[config.mk]
export PLATFORM = sky130hd
export DESIGN_NAME = pipeline_hazard_ctrl
export DESIGN_NICKNAME = d
export VERILOG_FILES = /design/src/rtl/pipe_pkg.sv /design/src/rtl/fwd_unit.sv /design/src/rtl/pipeline_hazard_ctrl.sv
export SDC_FILE = /design/constraint.sdc
export NUM_CORES = 1
export LEC_CHECK = 0
export ABC_AREA = 0
export BUFFER_PORTS_ARGS = -buffer_cell sky130_fd_sc_hd__buf_2
export CAP_MARGIN = 20
export CORE_AREA = 2 2 78 80
export CTS_CLUSTER_DIAMETER = 50
export CTS_CLUSTER_SIZE = 30
export DETAILED_ROUTE_END_ITERATION = 6
export DIE_AREA = 0 0 80 82
export PLACE_DENSITY = 0.73
export SLEW_MARGIN = 20
export SYNTH_ARGS = -nofsm -noshare
export SYNTH_HDL_FRONTEND = slang
export SYNTH_SLANG_ARGS = --single-unit
[constraint.sdc]
create_clock -name clock -period 1.8 [get_ports clock]
set_clock_uncertainty 0.1 [all_clocks]
set_input_delay 0.36 -clock clock [delete_from_list [all_inputs] [get_ports clock]]
set_output_delay 0.36 -clock clock [all_outputs]
set_load 0.01 [all_outputs]
[src/rtl/pipe_pkg.sv]
// pipe_pkg: shared definitions for the 5-stage 20-bit pipeline control.
//   - instruction field layout and opcode constants
//   - hazard FSM state encoding and forward-select encoding
//   - decode predicates writes_rd / uses_rs1 / uses_rs2
package pipe_pkg;

    localparam int INSTR_W = 20;

    // Field bit positions: opcode [19:16], rd [15:12], rs1 [11:8], rs2 [7:4]
    localparam int OPC_LO = 16;
    localparam int RD_LO  = 12;
    localparam int RS1_LO = 8;
    localparam int RS2_LO = 4;

    typedef logic [3:0] opcode_t;
    typedef logic [3:0] reg_t;

    typedef struct packed {
        opcode_t op;
        reg_t    rd;
        reg_t    rs1;
        reg_t    rs2;
        logic [3:0] imm;
    } instr_t;

    localparam opcode_t OP_NOP   = 4'd0;
    localparam opcode_t OP_ADD   = 4'd1;
    localparam opcode_t OP_SUB   = 4'd2;
    localparam opcode_t OP_AND   = 4'd3;
    localparam opcode_t OP_OR    = 4'd4;
    localparam opcode_t OP_LOAD  = 4'd5;
    localparam opcode_t OP_STORE = 4'd6;
    localparam opcode_t OP_BEQ   = 4'd7;
    localparam opcode_t OP_JMP   = 4'd8;

    localparam logic [1:0] ST_RUN        = 2'd0;
    localparam logic [1:0] ST_LOAD_STALL = 2'd1;
    localparam logic [1:0] ST_MEM_WAIT   = 2'd2;
    localparam logic [1:0] ST_BR_FLUSH   = 2'd3;

    localparam logic [1:0] FWD_RF    = 2'b00;
    localparam logic [1:0] FWD_EXMEM = 2'b01;
    localparam logic [1:0] FWD_MEMWB = 2'b10;

    // Bubble counter only has to hold LOAD_STALL_CYCLES-1 (max 14)
    localparam int BUB_W = 4;

    function automatic logic writes_rd(opcode_t op);
        return (op == OP_ADD) || (op == OP_SUB) || (op == OP_AND) ||
               (op == OP_OR)  || (op == OP_LOAD);
    endfunction

    function automatic logic uses_rs1(opcode_t op);
        return (op != OP_NOP) && (op != OP_JMP);
    endfunction

    function automatic logic uses_rs2(opcode_t op);
        return (op == OP_ADD) || (op == OP_SUB) || (op == OP_AND) ||
               (op == OP_OR)  || (op == OP_STORE) || (op == OP_BEQ);
    endfunction

endpackage

[src/rtl/fwd_unit.sv]
// fwd_unit: combinational ALU-operand forwarding select.
//   instr_ex/instr_mem/instr_wb : words held in ID/EX, EX/MEM, MEM/WB
//   fwd_a_sel / fwd_b_sel       : 00 RF, 01 EX/MEM alu result, 10 MEM/WB value
import pipe_pkg::*;

module fwd_unit (
    input  logic [INSTR_W-1:0] instr_ex,
    input  logic [INSTR_W-1:0] instr_mem,
    input  logic [INSTR_W-1:0] instr_wb,
    output logic [1:0]         fwd_a_sel,
    output logic [1:0]         fwd_b_sel
);

    instr_t ex, mem, wb;
    assign ex  = instr_t'(instr_ex);
    assign mem = instr_t'(instr_mem);
    assign wb  = instr_t'(instr_wb);

    // A LOAD in EX/MEM has no data yet, so it can only forward from MEM/WB.
    function automatic logic [1:0] pick(reg_t rs, instr_t m, instr_t w);
        if (writes_rd(m.op) && m.op != OP_LOAD && m.rd != 4'd0 && m.rd == rs)
            return FWD_EXMEM;
        else if (writes_rd(w.op) && w.rd != 4'd0 && w.rd == rs)
            return FWD_MEMWB;
        else
            return FWD_RF;
    endfunction

    assign fwd_a_sel = pick(ex.rs1, mem, wb);
    assign fwd_b_sel = pick(ex.rs2, mem, wb);

    logic unused_fields;
    assign unused_fields = ^{ex.op, ex.rd, ex.imm, mem.rs1, mem.rs2, mem.imm,
                             wb.rs1, wb.rs2, wb.imm};

endmodule

[src/rtl/pipeline_hazard_ctrl.sv]
// pipeline_hazard_ctrl: hazard sequencer for the 5-stage pipeline.
//   inputs : clock, reset (sync, active-high), instr_id/ex/mem/wb,
//            branch_taken (EX resolved taken), mem_busy (MEM must hold)
//   outputs: pc_en, ifid_en/flush, idex_en/flush, exmem_en, memwb_en/flush,
//            fwd_a_sel/fwd_b_sel, stall_cycles (saturating), state_o (debug)
// Controls are decoded from this cycle's decision so they act in the same
// cycle as the trigger; the state register only carries multi-cycle holds
// (remaining load bubbles, memory wait plus the state it interrupted).
import pipe_pkg::*;

module pipeline_hazard_ctrl #(
    parameter int LOAD_STALL_CYCLES = 1,
    parameter int CNT_W             = 16
) (
    input  logic                clock,
    input  logic                reset,
    input  logic [INSTR_W-1:0]  instr_id,
    input  logic [INSTR_W-1:0]  instr_ex,
    input  logic [INSTR_W-1:0]  instr_mem,
    input  logic [INSTR_W-1:0]  instr_wb,
    input  logic                branch_taken,
    input  logic                mem_busy,
    output logic                pc_en,
    output logic                ifid_en,
    output logic                ifid_flush,
    output logic                idex_en,
    output logic                idex_flush,
    output logic                exmem_en,
    output logic                memwb_en,
    output logic                memwb_flush,
    output logic [1:0]          fwd_a_sel,
    output logic [1:0]          fwd_b_sel,
    output logic [CNT_W-1:0]    stall_cycles,
    output logic [1:0]          state_o
);

    localparam logic [BUB_W-1:0] BUB_INIT = BUB_W'(LOAD_STALL_CYCLES - 1);

    logic [1:0]       state_q, state_d, resume_q, resume_d, eff_state, act;
    logic [BUB_W-1:0] bub_q, bub_d;
    logic [1:0]       fwd_a, fwd_b;
    logic             load_use;

    instr_t id, ex;
    assign id = instr_t'(instr_id);
    assign ex = instr_t'(instr_ex);

    assign load_use = (ex.op == OP_LOAD) && (ex.rd != 4'd0) &&
                      ((uses_rs1(id.op) && id.rs1 == ex.rd) ||
                       (uses_rs2(id.op) && id.rs2 == ex.rd));

    // During a memory wait, decide as if the interrupted state were current.
    assign eff_state = (state_q == ST_MEM_WAIT) ? resume_q : state_q;

    always_comb begin
        act      = ST_RUN;
        state_d  = ST_RUN;
        resume_d = ST_RUN;
        bub_d    = bub_q;
        if (mem_busy) begin
            // Branch in EX is frozen too; it is re-presented on release.
            act      = ST_MEM_WAIT;
            state_d  = ST_MEM_WAIT;
            resume_d = eff_state;
        end else if (branch_taken) begin
            act   = ST_BR_FLUSH;
            bub_d = '0;
        end else if (eff_state == ST_LOAD_STALL) begin
            // bub_q is nonzero whenever LOAD_STALL is held
            act     = ST_LOAD_STALL;
            bub_d   = bub_q - 1'b1;
            state_d = (bub_d != '0) ? ST_LOAD_STALL : ST_RUN;
        end else if (load_use) begin
            act     = ST_LOAD_STALL;
            bub_d   = BUB_INIT;
            state_d = (BUB_INIT != '0) ? ST_LOAD_STALL : ST_RUN;
        end
    end

    fwd_unit u_fwd (
        .instr_ex  (instr_ex),
        .instr_mem (instr_mem),
        .instr_wb  (instr_wb),
        .fwd_a_sel (fwd_a),
        .fwd_b_sel (fwd_b)
    );

    always_comb begin
        pc_en       = 1'b1;
        ifid_en     = 1'b1;
        ifid_flush  = 1'b0;
        idex_en     = 1'b1;
        idex_flush  = 1'b0;
        exmem_en    = 1'b1;
        memwb_en    = 1'b1;
        memwb_flush = 1'b0;
        fwd_a_sel   = fwd_a;
        fwd_b_sel   = fwd_b;
        if (reset) begin
            pc_en       = 1'b0;
            ifid_en     = 1'b0;
            idex_en     = 1'b0;
            exmem_en    = 1'b0;
            memwb_en    = 1'b0;
            ifid_flush  = 1'b1;
            idex_flush  = 1'b1;
            memwb_flush = 1'b1;
            fwd_a_sel   = FWD_RF;
            fwd_b_sel   = FWD_RF;
        end else begin
            case (act)
                ST_LOAD_STALL: begin
                    pc_en      = 1'b0;
                    ifid_en    = 1'b0;
                    idex_flush = 1'b1;
                end
                ST_MEM_WAIT: begin
                    pc_en    = 1'b0;
                    ifid_en  = 1'b0;
                    idex_en  = 1'b0;
                    exmem_en = 1'b0;
                    memwb_en = 1'b0;
                end
                ST_BR_FLUSH: begin
                    ifid_flush = 1'b1;
                    idex_flush = 1'b1;
                end
                default: ;
            endcase
        end
    end

    always_ff @(posedge clock) begin
        if (reset) begin
            state_q      <= ST_RUN;
            resume_q     <= ST_RUN;
            bub_q        <= '0;
            stall_cycles <= '0;
        end else begin
            state_q  <= state_d;
            resume_q <= resume_d;
            bub_q    <= bub_d;
            if (!pc_en && stall_cycles != '1)
                stall_cycles <= stall_cycles + 1'b1;
        end
    end

    assign state_o = state_q;

    logic unused_fields;
    assign unused_fields = ^{id.rd, id.imm, ex.rs1, ex.rs2, ex.imm};

endmodule

==> impl_results.md <==
* Worst hold path cell count at 4
* MaxCap Viol Count at 0
* Number of slew-limit violations in the final report at 0
* Cell with the most instances on the worst path: sky130_fd_sc_hd__buf_12
* Startpoint of the most critical hold path: branch_taken
* Upper clock frequency limit at 0.516 GHz
* Cell leakage power at 1.17 nW
* Setup TNS at -1.11 ns
* Post-route non-filler standard cell count at 388
* Wire length of the first global-routing pass at 7870 µm
* Power share of the combinational group at 26.7%
* Cell variety after synth at 46
* Setup slack after layout at -0.137 ns
* Via Count at 1972
* Root buffer cell: sky130_fd_sc_hd__clkbuf_8
* Int Pwr at 0.00103 W
* Clock network fraction of total power at 34.2%
* Core Box Area at 5750 µm²
* Per-cell routed wire length at 13.2 µm
* Antenna diode count at 0
* Crit path capture type: primary output
* Period Utilization, post-route at 108%
* Combined buffer and inverter count along the critical path at 3
* Worst slew slack as a fraction of its limit at 72.2%
* Startpoint types: primary input
* Synth async-reset ratio at 0%
* Top flip-flop cell by instance count after synthesis: sky130_fd_sc_hd__dfxtp_1
* Switching part of the total at 25.1%
* # IOs at 114
* Dominant delay contributor by cell family on the critical path: buffers and inverters
* Maximum number of pins on one net before global-route repair at 15
* Detailed Route Iter0 Violations at 44
* CP peak stage delay at 0.25 ns
* Reg power frac at 39.1%
* Area overhead of the layout relative to synthesis at 65.4%
* Result of the run: finished, violations left
* Dpl cells at 374
* Most frequent standard cell in the layout excluding fill and tap cells: sky130_fd_sc_hd__buf_2
* Post-Syn Nets at 295
* CP max stage cell: sky130_fd_sc_hd__o2111ai_2
* Count of unresolved DRC violations after routing at 0
* Cell depth of the worst flop-to-flop path at 8
* Net switching component of the power at 0.000347 W
* Post-synthesis cell type with the largest combined area: sky130_fd_sc_hd__dfxtp_1
* Commonest cells after routing, fill and taps aside: sky130_fd_sc_hd__buf_2, sky130_fd_sc_hd__buf_4, sky130_fd_sc_hd__a21oi_1, sky130_fd_sc_hd__dfxtp_1, sky130_fd_sc_hd__nand2_1
* RSZ-0062 raised after global routing: yes
* Post-synth EDFFs at 0
* Post-CTS Hold Buffers at 0
* Maximum VDD drop at 0.424 mV
* Remaining global-route overflow at 0
* Final hold violation count at 0
* Die width at 80 µm
* Number of antenna violations at the first check in global routing at 0
* Ratio of cells with drive above 1 in the final layout at 52.1%
* Final nets at 401
* Row Count at 28
* TritonCTS clock tree: yes
* Post-layout minimum cycle time at 1.94 ns
* Arrival @ worst endpoint at 1.48 ns
* Beginning of the worst register-to-register path: state_o[0]
* Worst hold margin at 0.348 ns
* Type of the tightest min-delay check: in -> reg
* Fraction of synthesized cell area taken by the top area cell type at 28.9%
* Wire length reported by the detailed router at 5140 µm
* Largest cells by area after synthesis: sky130_fd_sc_hd__dfxtp_1, sky130_fd_sc_hd__xnor2_1, sky130_fd_sc_hd__a21oi_1
* Setup Crit Path Kind: in -> out
* Register bit total from synthesis at 24
* Seq/Total Area, Yosys at 28.9%
* Worst setup slack for register-to-register paths at -0.10 ns
* Yosys warning count at 0
* Violations in the final reports: negative setup slack
* Placer's final routability congestion estimate at 0.842
* Sink count of the clock tree at 24
* Pre-Repair DR Iteration Count at 4
* Instance count of the mapped netlist at 208
* Post-DP HPWL at 3840 µm
* Final setup violation count at 16
* Destination of the worst register-to-register timing path: stall_cycles[3]
* Power density relative to cell area at 501 nW/µm²
* Area of the die at 6560 µm²
* Clock slew at reported path FFs at 0.08 ns
* Syn Std Cell Area at 1670 µm²
* Tightest Pin Transition at 0.413 ns
* Inserted Clock Buffers at 3
* Source-to-sink clock delay at the later pin of the worst-skew pair at 0.26 ns
* CTS H-tree depth at 1
* Average footprint of a synthesized cell at 8.01 µm²
* Post-Place Worst Slack at -0.314 ns
* Remaining antenna violation count after routing at 0
* Die Height at 82 µm
* Clock Path Buffers at 2
* Crit-path cells: buf_12 > xnor2_4 > nand4_1 > o2111ai_2 > nand3_4 > buf_12 > buf_6
* Number of buffers inserted by port buffering at 77
* Initial standard-cell utilization of the core at 29.0%
* Crit path max fanout at 8
* Via count of the first global-routing pass at 1892
* Critical path required time at 1.34 ns
* Average vias per placed instance at 5.08
* Hold EP: bub_q[0]
* Global router's overall resource usage at 14.7%
* Total power consumption of the routed design at 0.00138 W
[power groups by stage]
stage	logic, W	registers, W	clock network, W
after global routing	0.000396	0.000541	0.000507
after global placement	0.000274	0.000554	0
after floorplan	0.000140	0.000559	0
after CTS	0.000349	0.000543	0.000484
after detailed placement	0.000283	0.000554	0
final	0.000369	0.000540	0.000472
[cell type report]
class	instances	area (µm²)
flip-flops and latches	24	497
inverters	6	22.5
well taps	75	93.8
multi-input cells	166	1300
clock inverters	1	30.0
repair buffers	113	774
clock buffers	3	41.3
fillers	572	2990
[routing by layer]
| layer | share of wire, % | global-route usage, % | routed length (µm) | vias up |
|---|---|---|---|---|
| li1 | - | - | - | 988 |
| met3 | 5.7 | 2.20 | 292 | 4 |
| met5 | 0 | 0 | 0 | - |
| met4 | 1.1 | 4.58 | 54 | 0 |
| met1 | 41 | 16.5 | 2110 | 920 |
| met2 | 52 | 28.2 | 2680 | 60 |
[worst register-to-register path, cell delays in order, from the launching register on]
cell and delay, ns:
sky130_fd_sc_hd__dfxtp_2 0.34, sky130_fd_sc_hd__nor2_2 0.17, sky130_fd_sc_hd__a31oi_4 0.12, sky130_fd_sc_hd__nand3b_1 0.15
sky130_fd_sc_hd__nand3_4 0.14, sky130_fd_sc_hd__buf_12 0.17, sky130_fd_sc_hd__buf_4 0.15, sky130_fd_sc_hd__o31a_1 0.28
sky130_fd_sc_hd__o21ba_2 0.20
[flip-flops by register name, indices dropped and copies added (netlist names)]
signal and flops:
state_o 2, resume_q 2, bub_q 4, stall_cycles 16
[cells in the mapped netlist (2+ instances only)]
cell type	instances
sky130_fd_sc_hd__or4_1	6
sky130_fd_sc_hd__buf_4	4
sky130_fd_sc_hd__o21ai_0	13
sky130_fd_sc_hd__nand2_1	12
sky130_fd_sc_hd__inv_1	6
sky130_fd_sc_hd__nor2b_1	2
sky130_fd_sc_hd__dfxtp_1	24
sky130_fd_sc_hd__nor3_1	8
sky130_fd_sc_hd__buf_2	3
sky130_fd_sc_hd__a211o_1	2
sky130_fd_sc_hd__nor2_1	10
sky130_fd_sc_hd__o211a_1	2
sky130_fd_sc_hd__nand3_1	5
sky130_fd_sc_hd__nor4_1	7
sky130_fd_sc_hd__clkbuf_1	3
sky130_fd_sc_hd__a21oi_1	20
sky130_fd_sc_hd__xor2_1	9
sky130_fd_sc_hd__o31ai_1	6
sky130_fd_sc_hd__nor3b_1	2
sky130_fd_sc_hd__or3_1	11
sky130_fd_sc_hd__xnor2_1	16
sky130_fd_sc_hd__nand4_1	11
sky130_fd_sc_hd__ha_1	3
[worst max-delay path by stage]
stage                 start               to  slack, ns  depth (start not counted)
6_report       instr_ex[15]            pc_en      -0.14                          7
3_3_place_gp   instr_ex[14]  stall_cycles[9]      -0.30                          8
5_1_grt        instr_ex[15]            pc_en      -0.21                          7
4_1_cts          state_o[0]          ifid_en      -0.14                          6
2_1_floorplan  instr_ex[12]            pc_en      -0.06                          7
3_5_place_dp   instr_ex[13]  stall_cycles[0]      -0.31                          9
[cells by family (layout without fill, tap and decap cells)]
logic type / Yosys count / count (layout) / synth area share, %
xor+xnor: 25 / 25 / 13.1
flops: 24 / 24 / 28.9
fa+ha+maj: 3 / 3 / 2.25
compound gates: 52 / 52 / 19.7
buf+inv: 18 / 123 / 5.63
mux: 1 / 1 / 0.676
simple gates: 85 / 85 / 29.8
[metrics by stage]
step	utilization, %	instance area (µm²)
finish	48.0	2760
global route	48.0	2760
CTS	45.7	2630
detailed placement	40.4	2320
global placement	40.4	2320
floorplan	-	1720
[timing repair]
action,4_1_cts,5_1_grt
setup endpoints to repair,18,23
gates cloned,1,0
pin swaps,37,6
setup buffers,8,1
resized for setup,33,32
Power figures use the tool's default switching activity.
